## src/rtl/multicycle_step_controller.sv

```systemverilog
// Step sequencer for the multicycle RISC core: owns the step counter, latches the
// opcode fields during decode and issues the per-step datapath strobes.
module multicycle_step_controller #(
  parameter int MAX_STEP = 4
) (
  input  logic       clk,
  input  logic       Rst,
  input  logic [4:0] InsM,
  input  logic [2:0] InsC,
  input  logic [1:0] InsL,
  input  logic       Flag_C,
  input  logic       Flag_Z,
  output logic [2:0] Cnt,
  output logic       IR_Load,
  output logic       PC_Inc,
  output logic       Buff_PC,
  output logic       PC_Load,
  output logic       Reg_Write,
  output logic       Mem_Read,
  output logic       Mem_Write,
  output logic       Flag_Write,
  output logic       Out_En,
  output logic       Halt,
  output logic       Illegal
);

  localparam logic [0:0] ST_RUN  = 1'b0;
  localparam logic [0:0] ST_HALT = 1'b1;

  localparam logic [3:0] CL_RW2 = 4'd0;
  localparam logic [3:0] CL_ALU = 4'd1;
  localparam logic [3:0] CL_CMP = 4'd2;
  localparam logic [3:0] CL_LDR = 4'd3;
  localparam logic [3:0] CL_STR = 4'd4;
  localparam logic [3:0] CL_BCC = 4'd5;
  localparam logic [3:0] CL_JMP = 4'd6;
  localparam logic [3:0] CL_JAL = 4'd7;
  localparam logic [3:0] CL_OUT = 4'd8;
  localparam logic [3:0] CL_HLT = 4'd9;
  localparam logic [3:0] CL_ILL = 4'd10;

  localparam logic [2:0] WD_STEP = 3'(MAX_STEP);

  // No encoding is a true NOP; the reset value is always overwritten at Cnt==1 before use.
  localparam logic [4:0] NOP_M = 5'b00000;
  localparam logic [2:0] NOP_C = 3'b000;
  localparam logic [1:0] NOP_L = 2'b00;

  logic [2:0] cnt_q, cnt_d;
  logic [0:0] state_q, state_d;
  logic [4:0] op_m_q, op_m_d;
  logic [2:0] op_c_q, op_c_d;
  logic [1:0] op_l_q, op_l_d;

  logic [3:0] cls_s;
  logic [2:0] last_s;
  logic       taken_s;
  logic       halt_entry_s;
  logic       ir_s, pci_s, buff_s, pcl_s, rw_s, mr_s, mw_s, fw_s, oe_s, ill_s;

  // Instruction class from the latched opcode fields
  always_comb begin
    cls_s = CL_ILL;
    case (op_m_q)
      5'b00001, 5'b00010, 5'b01011: cls_s = CL_RW2;
      5'b00000, 5'b00111, 5'b01000: cls_s = CL_ALU;
      5'b00011:                     cls_s = CL_LDR;
      5'b00100:                     cls_s = (op_l_q == 2'b00) ? CL_LDR : CL_ILL;
      5'b00101:                     cls_s = CL_STR;
      5'b00110: begin
        if (op_l_q == 2'b00) begin
          cls_s = CL_STR;
        end else if (op_l_q == 2'b01) begin
          cls_s = CL_CMP;
        end else begin
          cls_s = CL_ILL;
        end
      end
      5'b11000:                     cls_s = (op_c_q[2] == 1'b0) ? CL_BCC : CL_ILL;
      5'b11001:                     cls_s = (op_c_q == 3'b110) ? CL_JMP : CL_ILL;
      5'b10000, 5'b10011:           cls_s = CL_JMP;
      5'b10001, 5'b10010:           cls_s = CL_JAL;
      5'b11100: begin
        if (op_l_q == 2'b00) begin
          cls_s = CL_OUT;
        end else if (op_l_q == 2'b01) begin
          cls_s = CL_HLT;
        end else begin
          cls_s = CL_ILL;
        end
      end
      default:                      cls_s = CL_ILL;
    endcase
  end

  // Branch condition evaluated against the live flags during step 2
  always_comb begin
    case (op_c_q)
      3'b011:  taken_s = ~Flag_C;
      3'b010:  taken_s = Flag_C;
      3'b001:  taken_s = Flag_Z;
      3'b000:  taken_s = ~Flag_Z;
      default: taken_s = 1'b0;
    endcase
  end

  // Per-step strobes before reset gating
  always_comb begin
    ir_s   = 1'b0;
    pci_s  = 1'b0;
    buff_s = 1'b0;
    pcl_s  = 1'b0;
    rw_s   = 1'b0;
    mr_s   = 1'b0;
    mw_s   = 1'b0;
    fw_s   = 1'b0;
    oe_s   = 1'b0;
    ill_s  = 1'b0;
    case (cls_s)
      CL_ALU, CL_STR, CL_JAL: last_s = 3'd3;
      CL_LDR:                 last_s = 3'd4;
      default:                last_s = 3'd2;
    endcase
    if (state_q == ST_RUN && cnt_q == 3'd0) begin
      ir_s  = 1'b1;
      pci_s = 1'b1;
    end else if (state_q == ST_RUN && cnt_q >= 3'd2) begin
      case (cls_s)
        CL_RW2: rw_s = (cnt_q == 3'd2);
        CL_ALU: begin
          fw_s = (cnt_q == 3'd2);
          rw_s = (cnt_q == 3'd3);
        end
        CL_CMP: fw_s = (cnt_q == 3'd2);
        CL_LDR: begin
          mr_s = (cnt_q == 3'd3);
          rw_s = (cnt_q == 3'd4);
        end
        CL_STR: mw_s  = (cnt_q == 3'd3);
        CL_BCC: pcl_s = (cnt_q == 3'd2) && taken_s;
        CL_JMP: pcl_s = (cnt_q == 3'd2);
        CL_JAL: begin
          rw_s  = (cnt_q == 3'd2);
          pcl_s = (cnt_q == 3'd3);
        end
        CL_OUT: oe_s  = (cnt_q == 3'd2);
        CL_ILL: ill_s = (cnt_q == 3'd2);
        default: ill_s = 1'b0;
      endcase
      buff_s = (cls_s != CL_HLT) && (cnt_q == last_s);
      // Watchdog: a runaway step count closes the instruction and flags it
      if (!buff_s && cls_s != CL_HLT && cnt_q >= WD_STEP) begin
        buff_s = 1'b1;
        ill_s  = 1'b1;
      end else begin
        ill_s  = ill_s;
      end
    end else begin
      ir_s = 1'b0;
    end
  end

  assign halt_entry_s = (state_q == ST_RUN) && (cnt_q == 3'd2) && (cls_s == CL_HLT);

  // Step counter, run/halt state and opcode latch next-state
  always_comb begin
    cnt_d   = cnt_q;
    state_d = state_q;
    op_m_d  = op_m_q;
    op_c_d  = op_c_q;
    op_l_d  = op_l_q;
    if (state_q == ST_HALT) begin
      cnt_d = cnt_q;
    end else if (halt_entry_s) begin
      state_d = ST_HALT;
    end else if (buff_s) begin
      cnt_d = 3'd0;
    end else begin
      cnt_d = cnt_q + 3'd1;
    end
    if (state_q == ST_RUN && cnt_q == 3'd1) begin
      op_m_d = InsM;
      op_c_d = InsC;
      op_l_d = InsL;
    end else begin
      op_m_d = op_m_q;
    end
  end

  // State registers with synchronous reset
  always_ff @(posedge clk) begin
    if (Rst) begin
      cnt_q   <= 3'd0;
      state_q <= ST_RUN;
      op_m_q  <= NOP_M;
      op_c_q  <= NOP_C;
      op_l_q  <= NOP_L;
    end else begin
      cnt_q   <= cnt_d;
      state_q <= state_d;
      op_m_q  <= op_m_d;
      op_c_q  <= op_c_d;
      op_l_q  <= op_l_d;
    end
  end

  assign Cnt        = cnt_q;
  assign IR_Load    = ir_s   & ~Rst;
  assign PC_Inc     = pci_s  & ~Rst;
  assign Buff_PC    = buff_s & ~Rst;
  assign PC_Load    = pcl_s  & ~Rst;
  assign Reg_Write  = rw_s   & ~Rst;
  assign Mem_Read   = mr_s   & ~Rst;
  assign Mem_Write  = mw_s   & ~Rst;
  assign Flag_Write = fw_s   & ~Rst;
  assign Out_En     = oe_s   & ~Rst;
  assign Halt       = (state_q == ST_HALT) & ~Rst;
  assign Illegal    = ill_s  & ~Rst;

endmodule

```

## config.mk

```make
export PLATFORM = sky130hd
export DESIGN_NAME = multicycle_step_controller
export DESIGN_NICKNAME = d
export VERILOG_FILES = /design/src/rtl/multicycle_step_controller.sv
export SDC_FILE = /design/constraint.sdc
export NUM_CORES = 1
export LEC_CHECK = 0
export ABC_AREA = 1
export CORE_MARGIN = 4
export CORE_UTILIZATION = 53
export CTS_CLUSTER_DIAMETER = 200
export DETAILED_ROUTE_END_ITERATION = 12
export GPL_TIMING_DRIVEN = 0
export PLACE_DENSITY = 0.84
export SYNTH_ARGS = -nofsm -noshare
export SYNTH_HDL_FRONTEND = slang
export SYNTH_SLANG_ARGS = --single-unit
export TNS_END_PERCENT = 10
```

## constraint.sdc

```tcl
create_clock -name clk -period 4.2 [get_ports clk]
set_input_delay 0.84 -clock clk [delete_from_list [all_inputs] [get_ports clk]]
set_output_delay 0.84 -clock clk [all_outputs]
set_load 0.005 [all_outputs]
```

* Yosys cells after proc, flatten, opt, wreduce, memory -nomap -nowiden *
Index checks and enable logic that the tools add are counted.

storage, ports and cells
  bits in registers = 14
  output and inout port bits = 14

operators by class
  $add $sub $neg = 1
  magnitude comparators = 2
  equality and inequality tests = 37
  mux-type cells = 39
  bitwise operators = 15
  reduce and logical (&&, ||, !) cells = 23

operator list
  cell                                            count
  case mux 4 bit (11 select lines)                1
  == test 5 bit (second input constant)           7
  two-way mux 1 bit                               26
  == test 5 x 3 -> 1 bit (second input constant)  4
  two-way mux 4 bit                               5
  == test 4 x 3 -> 1 bit (second input constant)  4
  == test 3 x 2 -> 1 bit (second input constant)  4
  == test 4 bit (second input constant)           3
  bitwise AND 1 bit                               10
  == test 5 x 2 -> 1 bit (second input constant)  2
  == test 5 x 4 -> 1 bit (second input constant)  2
  logical AND 1 bit                               9
  OR reduction 3 bit                              3
  == test 4 x 2 -> 1 bit (second input constant)  2
  OR reduction 2 bit                              4
  == test 3 x 1 -> 1 bit (second input constant)  2
  == test 3 bit (second input constant)           2
  zero test 3 bit                                 2
  case mux 1 bit (3 select lines)                 2
  case mux 3 bit (2 select lines)                 1
  == test 5 x 1 -> 1 bit (second input constant)  1
  zero test 5 bit                                 1
  NOT 1 bit                                       5
  == test 4 x 1 -> 1 bit (second input constant)  1
  other kinds (13)                                14

* Depth between registers and ports, before layout *
Gate-level depths: netlist of run 1.

  depth in word-level cells = 16
  depth in mapped cells = 19
  mapped depth without buffers = 19

* Least setup slack after synthesis of run 1 *
OpenSTA, ideal clock, no wires.

  path kind = register to output
  from = register op_m_q[4]
  to = output Buff_PC
  data arrival time = 1570 ps
  data required time = 3360 ps
  path slack = 1790 ps
  stages on the path, launching flop included = 17
  path buffers = 1
  cells stage by stage = dfxtp_1 -> buf_4 -> nand2_1 -> nor2_2 -> nand2_1 -> nand2_1 -> nor2_1 -> nand3_1 -> nor2_1 -> nand3_1 -> nand2_1 -> nand2_1 -> nand2_1 -> nand2_1 -> nand2_1 -> nand2_2 -> nor2_1

on the way
  word-level cells in the longest chain between the ends = 15
  elaborated cells on any way between the ends = 38

ends and longest elaborated chain
  what                                                                     RTL line  RTL
  from (decl)                                                              51        logic [4:0] op_m_q, op_m_d;
  from (signal assigned)                                                   201       op_m_q <= op_m_d;
  == test 5 x 3 -> 1 bit (tied with other cells)                           64        case (op_m_q)
  OR reduction 3 bit / OR reduction 2 bit (equally long branches)          64
  case mux 4 bit (11 select lines) (*)                                     64
  == test 4 x 1 -> 1 bit / == test 4 x 3 -> 1 bit (equally long branches)  119       case (cls_s)
  OR reduction 3 bit                                                       119
  case mux 3 bit (2 select lines)                                          119
  == test 3 bit                                                            150       buff_s = (cls_s != CL_HLT) && (cnt_q == last_s);
  logical AND 1 bit                                                        150
  zero test 1 bit                                                          152       if (!buff_s && cls_s != CL_HLT && cnt_q >= WD_STEP) begin
  logical AND 1 bit (2 in series)                                          152
  two-way mux 1 bit (*)                                                    152
  two-way mux 1 bit (*)                                                    127       end else if (state_q == ST_RUN && cnt_q >= 3'd2) begin
  two-way mux 1 bit (*)                                                    124       if (state_q == ST_RUN && cnt_q == 3'd0) begin
  bitwise AND 1 bit (*)                                                    210       assign Buff_PC = buff_s & ~Rst;
  to (decl)                                                                16        output logic Buff_PC,

Mark *: on every way between the ends. The rest lies on a longest branch, timed or not.

* Worst setup path in the final report of run 1 *
  from = input Rst
  to = output Out_En

on the way
  word-level cells in the longest chain between the ends = 2

ends and longest elaborated chain
  what               RTL line  RTL
  from (decl)        7         input logic Rst,
  NOT 1 bit          216       assign Out_En = oe_s & ~Rst;
  bitwise AND 1 bit  216
  to (decl)          22        output logic Out_En,

No other way between the ends.

==> run summary, run 1 <==
The die covers 0.00307 sq mm. 0 antenna diodes ended up in the layout. In the post-synthesis netlist, the cell with the most instances is nand2_1. The combinational group share of total power came out at 43.7%.

The most critical setup path has its startpoint at Rst. The number of sinks on the clock net is 14. The maximum clock frequency came out at 288 MHz. During placement, the flow inserted port buffers numbering 27. After synthesis the cells add up to 0.00119 sq mm.

Leaving out filler cells and counting taps, the final layout contains 266. In this run the critical register-to-register path is captured at Cnt[1]. The number of enable flip-flop cells after synthesis came out at 0. The DRC violation total after the first TritonRoute iteration is 55. The sequential share of power is 35.8%.

Yosys printed 0 warnings. The clock-pin transition on the worst setup and hold timing paths is 0.08 ns. The number of register bits inferred by synthesis is 14. The placeable core area came out at 0.00204 sq mm. The number of max-cap violations is 0. STA classifies the critical path endpoint as an output pin. The worst path required time is 3.36 ns. The standard-cell row count came out at 16. The maximum number of pins on one net before global-route repair came out at 11. The share of async-settable or async-resettable flops after synthesis came out at 0%. Between clock sinks in the finished design, the worst skew comes to 0.000929 ns.

The minimum clock period is 3.47 ns. The final weighted congestion of routability-driven global placement is 0.900. The number of buffers added for setup after CTS came out at 0. The fraction of final layout cells sized beyond drive strength 1 is 8.37%.

The die height came out at 55.4 um. In this run the worst hold path is classified as reg2reg. The critical path capture point is Out_En. The horizontal die dimension came out at 55.4 um. The cell count of the worst reg-to-reg path is 17. The number of design rule violations left after detail routing is 0. The average wire per standard cell is 11.7 um. After synthesis, the cell types taking the most area are dfxtp_1 (24%), nand2_1 (14%), nor2_1 (12%), nand3_1 (9.2%), inv_1 (9.1%). Sequential cells were found to cover 23.5% of the synthesized design area.

The total wire length after detailed routing came out at 3.10 mm. Hold repair after CTS inserted 0 buffers. The number of ports placed on the die boundary came out at 28. The worst vdd rail ir drop came out at 0.265 mV. The first-pass detailed-route iteration total is 4. The vias after detailed routing came out at 1,416. Global routing used 21.5% of the available tracks across all layers.

The number of gates resized after CTS was 0. The worst setup slack for register-to-register paths came out at 2.24 ns. The accumulated negative setup slack is 0 ns. Setup repair after global routing left no endpoint under its margin. The initial cell density of the core came out at 58.4%.

The synthesized netlist contains 21 unique library cells. The first global-routing pass estimated 5.44 mm of wire. The initial antenna violation count is 0. The worst setup path is of the in2out kind. The element type at the critical path start is a primary input.

The portion of the clock cycle consumed by the worst path in the final layout is 82.6%. The post-DP HPWL came out at 2.52 mm. After detailed routing, the number of vias per cell comes to 5.32.

The via count of the first global-routing pass came to 1,315. The synthesis-to-layout area growth came out at 28.5%. The run finished with clean final reports. The top cell type by area accounts for 23.5% of the synthesized area. The final number of hold-violating endpoints is 0.

Once detail routing completed, the nets flagged for antenna violations numbered 0. The switching power came out at 188 uW. A synthesized cell averages 5.73 sq um. The net switching share of the total power is 40.2%. In this run the critical register-to-register path is launched from op_m_q[4].

The aggregate global routing overflow came out at 0. Data arrives at the worst endpoint at 2.63 ns. The slew at the pin closest to its max-slew limit came out at 0.352 ns.

The placed cell count came out at 262. Sorting the synthesized cells by how often they occur yields nand2_1 (45), nor2_1 (39), inv_1 (29), nand3_1 (22), a21oi_1 (15). The clock latency on the worst-skew pair is 0.28 ns. The total of endpoints with negative setup slack in the final report came out at 0. The most used flip-flop cell after synthesis is dfxtp_1. The synthesized design spends more area on one cell type than any other, namely dfxtp_1.

The cell sitting at the root of the clock tree is a clkbuf_4. The part of the power in the clock network came out at 20.5%. The clock tree buffer depth came out at 2. The final net count came out at 259. The clock tree from TritonCTS is yes. The largest fanout on the critical path came out at 7. The power density over the cells came out at 305 mW/mm^2.

CTS built an H-tree with a depth of 1. Synthesis produced a netlist whose cell count is 208. The total clock buffers created by CTS came out at 3. The total count of max-transition violations in the final report is 0. Cell internal power was estimated by the tool at 280 uW. Summed over all cells, the static leakage comes to 0.000726 uW.

The net count after synthesis came out at 227. The worst slew margin relative to its limit is 76.3%.
[registers in the layout, indices dropped and copies added (netlist names)]
name and cells:
state_q 1, op_c_q 3, Cnt 3, op_l_q 2
op_m_q 5
[worst min path at each step]
stage | startpoint | end | slack [ns] | cells past startpoint
floorplan | op_c_q[0] | op_c_q[0] | 0.45 | 2
global placement | op_c_q[0] | op_c_q[0] | 0.47 | 2
detailed placement | op_c_q[0] | op_c_q[0] | 0.48 | 2
CTS | op_c_q[0] | op_c_q[0] | 0.50 | 2
global route | op_c_q[0] | op_c_q[0] | 0.54 | 2
finish | op_c_q[0] | op_c_q[0] | 0.50 | 2
[final cells by class]
cell class | count | area (sq um)
well taps | 27 | 33.8
inverters | 30 | 113
multi-input cells | 159 | 771
fillers | 183 | 509
clock buffers | 4 | 36.3
repair buffers | 27 | 270
flip-flops and latches | 14 | 280
plain buffers | 5 | 28.8
[routing by layer]
| metal | GRT usage, % | part of all wire, % | routed length, um | vias to the layer above |
|---|---|---|---|---|
| li1 | - | - | - | 729 |
| met1 | 26.2 | 45 | 1410 | 634 |
| met2 | 36.3 | 46 | 1430 | 46 |
| met3 | 3.96 | 6.4 | 200 | 7 |
| met4 | 9.72 | 2.1 | 65 | 0 |
| met5 | 0 | 0 | 0 | - |
[cells in the final DEF (no fill, tap or decap), drive strengths merged]
master	count
o32ai	1
buf	4
nand3	23
ha	5
inv	30
clkdlybuf4s50	27
clkbuf	5
o211ai	4
nor3	1
nor4	1
a21oi	15
dfxtp	14
nand2	50
nor2	44
o21ai	15
[power by group through the flow]
stage	Sequential, uW	Combinational (uW)	Clock [uW]
floorplan	166	145	0
global placement	169	195	0
detailed placement	170	202	0
CTS	167	203	97.0
global route	170	232	103
finish	167	204	96.0
[critical path: stages]
cell             delay, ns
clkdlybuf4s50_1       0.53
nor2_1                0.34
inv_1                 0.13
nor4_1                0.25
clkdlybuf4s50_1       0.55
[per-stage QoR]
step           hold WS, ns  setup slack [ns]  area [sq um]  power, uW  utilization [%]
6_report             0.502             0.729          1530        468             75.1
5_1_grt              0.541             0.487          1530        506             75.1
4_1_cts              0.496             0.760          1530        467             75.1
3_5_place_dp         0.482             0.769          1500        372             73.3
3_3_place_gp         0.469             0.804          1500        365             73.3
2_1_floorplan        0.453              1.79          1190        311                -
[kinds of logic (layout without fill, tap and decap cells)]
kind of cell	after synthesis	in the layout	synth area share, %
AO/OA/AOI/OAI	35	35	15.8
adder cells (fa/ha/maj)	5	5	5.25
buffers and inverters	35	66	11.9
flip-flops	14	14	23.5
AND/OR/NAND/NOR	119	119	43.5
(Power assumes the default switching activity.)
==> run 2, diff against run 1 <==
--- a/config.mk
+++ b/config.mk
@@ -7,11 +7,11 @@
 export LEC_CHECK = 0
 export ABC_AREA = 1
 export CORE_MARGIN = 4
-export CORE_UTILIZATION = 53
+export CORE_UTILIZATION = 45
 export CTS_CLUSTER_DIAMETER = 200
 export DETAILED_ROUTE_END_ITERATION = 12
 export GPL_TIMING_DRIVEN = 0
-export PLACE_DENSITY = 0.84
+export PLACE_DENSITY = 0.76
 export SYNTH_ARGS = -nofsm -noshare
 export SYNTH_HDL_FRONTEND = slang
 export SYNTH_SLANG_ARGS = --single-unit
==> constraint.sdc (replaced) <==
create_clock -name clk -period 3.1 [get_ports clk]
set_input_delay 0.62 -clock clk [delete_from_list [all_inputs] [get_ports clk]]
set_output_delay 0.62 -clock clk [all_outputs]
set_load 0.005 [all_outputs]
==> run summary, run 2 (synthesized netlist as in run 1, its figures left out) <==
The first-pass detailed-route iteration total came out at 4 (unchanged). The final standard cell area without fillers came out at 0.00161 sq mm (+5.1%). The die area is 0.00354 sq mm (+15%). The largest fanout on the critical path is 10 (+3). The residual antenna-violating net count after detailed routing is 0 (unchanged). The total of endpoints with negative setup slack in the final report is 1 (+1). The number of antenna diodes came out at 0 (unchanged). The number of sinks on the clock net came out at 14 (unchanged).

The number of design rule violations left after detail routing was 0 (unchanged). Setup repair after global routing could not meet its margin everywhere. The signal on the critical path passes through buf_4 -> nand2_1 -> nor2_2 -> nand2_1 -> nor2_1 -> nor2_1 -> nand3_1 -> nor2_2 -> buf_4 -> buf_4 -> buf_4 -> nand2_1 -> nand3_1 -> a21oi_1 -> clkdlybuf4s50_1. The horizontal die dimension came out at 59.5 um (+7.3%).

The post-DP HPWL came to 2.31 mm (-8.4%). The placed cell count came out at 265 (+1.1%). The largest stage delay on the critical path is 0.51 ns (-0.04 ns). The maximum number of pins on one net before global-route repair came out at 11 (unchanged). The number of I/O port buffers is 27 (unchanged).

The average wire per standard cell came out at 11.1 um (-5.1%). The worst vdd rail ir drop came out at 0.297 mV (+12%). The worst setup path is launched from a register. The final critical path takes up 101% of the cycle. The final reports fail on negative setup slack. The maximum clock frequency came out at 318 MHz. The clock-pin transition on the worst setup and hold timing paths came out at 0.09 ns (about the same). The initial antenna violation count is 0 (unchanged).

The cell that appears most often on the critical path is buf_4. More flip-flops sit in one register than any other, and that register is op_m_q. The fraction of final layout cells sized beyond drive strength 1 came out at 14.8% (+6.4 points).

The power density over the cells is 415 mW/mm^2 (+36%). The aggregate global routing overflow came out at 0 (unchanged). The critical path in this run is classified as reg2out. The global-route wire length before repair was 5.19 mm (-4.7%). The worst hold path belongs to the class reg2reg. The total clock buffers created by CTS came out at 3 (unchanged).

The standard-cell row count is 18 (+2). The slowest stage of the critical path belongs to the cell clkdlybuf4s50_1. The die height came out at 59.5 um (+7.3%). TritonCTS built the clock tree. The initial cell density of the core is 47.7% (-11 points). The DRC violation total after the first TritonRoute iteration is 46 (-16%). The final setup skew came to 0.00684 ns (+0.00591 ns). The final weighted congestion of routability-driven global placement came to 0.836 (-7.1%). Leaving out fill and tap cells, the most frequent cells in the layout are nand2_1 (44), nor2_1 (36), inv_1 (29). The number of max-cap violations came out at 0 (unchanged). In this run the clock root is driven by a clkbuf_4. The clock latency on the worst-skew pair is 0.27 ns (about the same).

The data arrival at the endpoint of the critical path came out at 2.52 ns (-0.11 ns). The total wire length after detailed routing came out at 3.02 mm (-2.6%). The final net count is 263 (+1.5%). The deepest level of the CTS H-tree was 1 (unchanged). The total count of max-transition violations in the final report is 0 (unchanged). The least setup slack across all paths after layout is -0.0444 ns (-0.773 ns). The flip-flop count of the largest register after layout was 5 (unchanged). The placeable core area came out at 0.00250 sq mm (+22%). The library cell used most frequently in the layout, excluding fill and tap cells, is nand2_1. The final number of hold-violating endpoints was 0 (unchanged). The number of ports placed on the die boundary came out at 28 (unchanged). The synthesis-to-layout area growth came out at 35.0%. The worst slew margin relative to its limit is 73.8% (-2.5 points). The slew at the pin closest to its max-slew limit came out at 0.393 ns (+0.0408 ns). The element type at the critical path end is an output pin. The vias after detailed routing is 1,353 (-4.4%).

The worst hold margin is 0.488 ns (-0.0134 ns). The via count of the first global-routing pass came out at 1,244 (-5.4%). The instance area after placement was 0.00150 sq mm (+0.25%). The number of vias per cell was 4.96 (-6.9%).

The clock tree buffer depth came out at 2 (unchanged). The run finished, with violations left. The minimum clock period came out at 3.14 ns. The final non-filler cell total is 273 (+2.6%). The global-route usage over all layers is 18.9% (-2.6 points). The worst path required time is 2.48 ns (-0.88 ns). The leakage power of the design is 0.000793 uW (+9.2%).
[run 2: critical path, delay by kind of cell (launching register included)]
family | cells | cell delay (ns)
buf+inv | 5 | 1.03
flops | 1 | 0.32
compound gates | 1 | 0.14
simple gates | 9 | 0.76
[run 2: layout make-up]
type                       instances  area, sq um
multi-input combinational        159          805
buffer                             5         31.3
fill                             255          890
inverter                          30          113
tap                               30         37.5
sequential                        14          284
clock buffer                       4         36.3
timing repair buffer              31          304
[run 2: worst paths after layout]
| kind | slack, ns | to | cells after the start | startpoint |
|---|---|---|---|---|
| setup / recovery | -0.04 | PC_Load | 15 | op_m_q[4] |
| hold / removal | 0.49 | op_c_q[0] | 2 | op_c_q[0] |
| setup reg to reg | 1.18 | Cnt[2] | 17 | op_m_q[4] |
| hold reg to reg | 0.49 | op_c_q[0] | 2 | op_c_q[0] |
[run 2: what timing repair did]
action	CTS	global route
hold buffers	0	0
endpoints found under the setup margin	2	7
buffers inserted	4	0
resized for setup	9	7
gates cloned	0	0
pin swaps	1	4
[run 2: metal layers]
layer | up-vias | global-route usage [%] | wire length, um
li1 | 738 | - | -
met1 | 571 | 26.2 | 1450
met2 | 38 | 29.2 | 1360
met3 | 6 | 2.40 | 144
met4 | 0 | 7.77 | 65
met5 | - | 0 | 0
[run 2: per-stage QoR]
stage / power, uW / TNS (ns) / setup slack (ns) / utilization, %
4_1_cts: 656 / -0.0179 / -0.0179 / 63.5
3_5_place_dp: 501 / 0 / 0.135 / 60.0
6_report: 668 / -0.0444 / -0.0444 / 64.4
2_1_floorplan: 421 / 0 / 0.910 / -
3_3_place_gp: 499 / 0 / 0.121 / 60.0
5_1_grt: 724 / -0.426 / -0.231 / 64.4
[run 2: power by group]
| group | internal, uW | switching [uW] | total (uW) | leakage, uW |
|---|---|---|---|---|
| Clock | 71.3 | 57.5 | 129 | 0.0000210 |
| Combinational | 127 | 183 | 311 | 0.000655 |
| Sequential | 202 | 26.2 | 228 | 0.000116 |
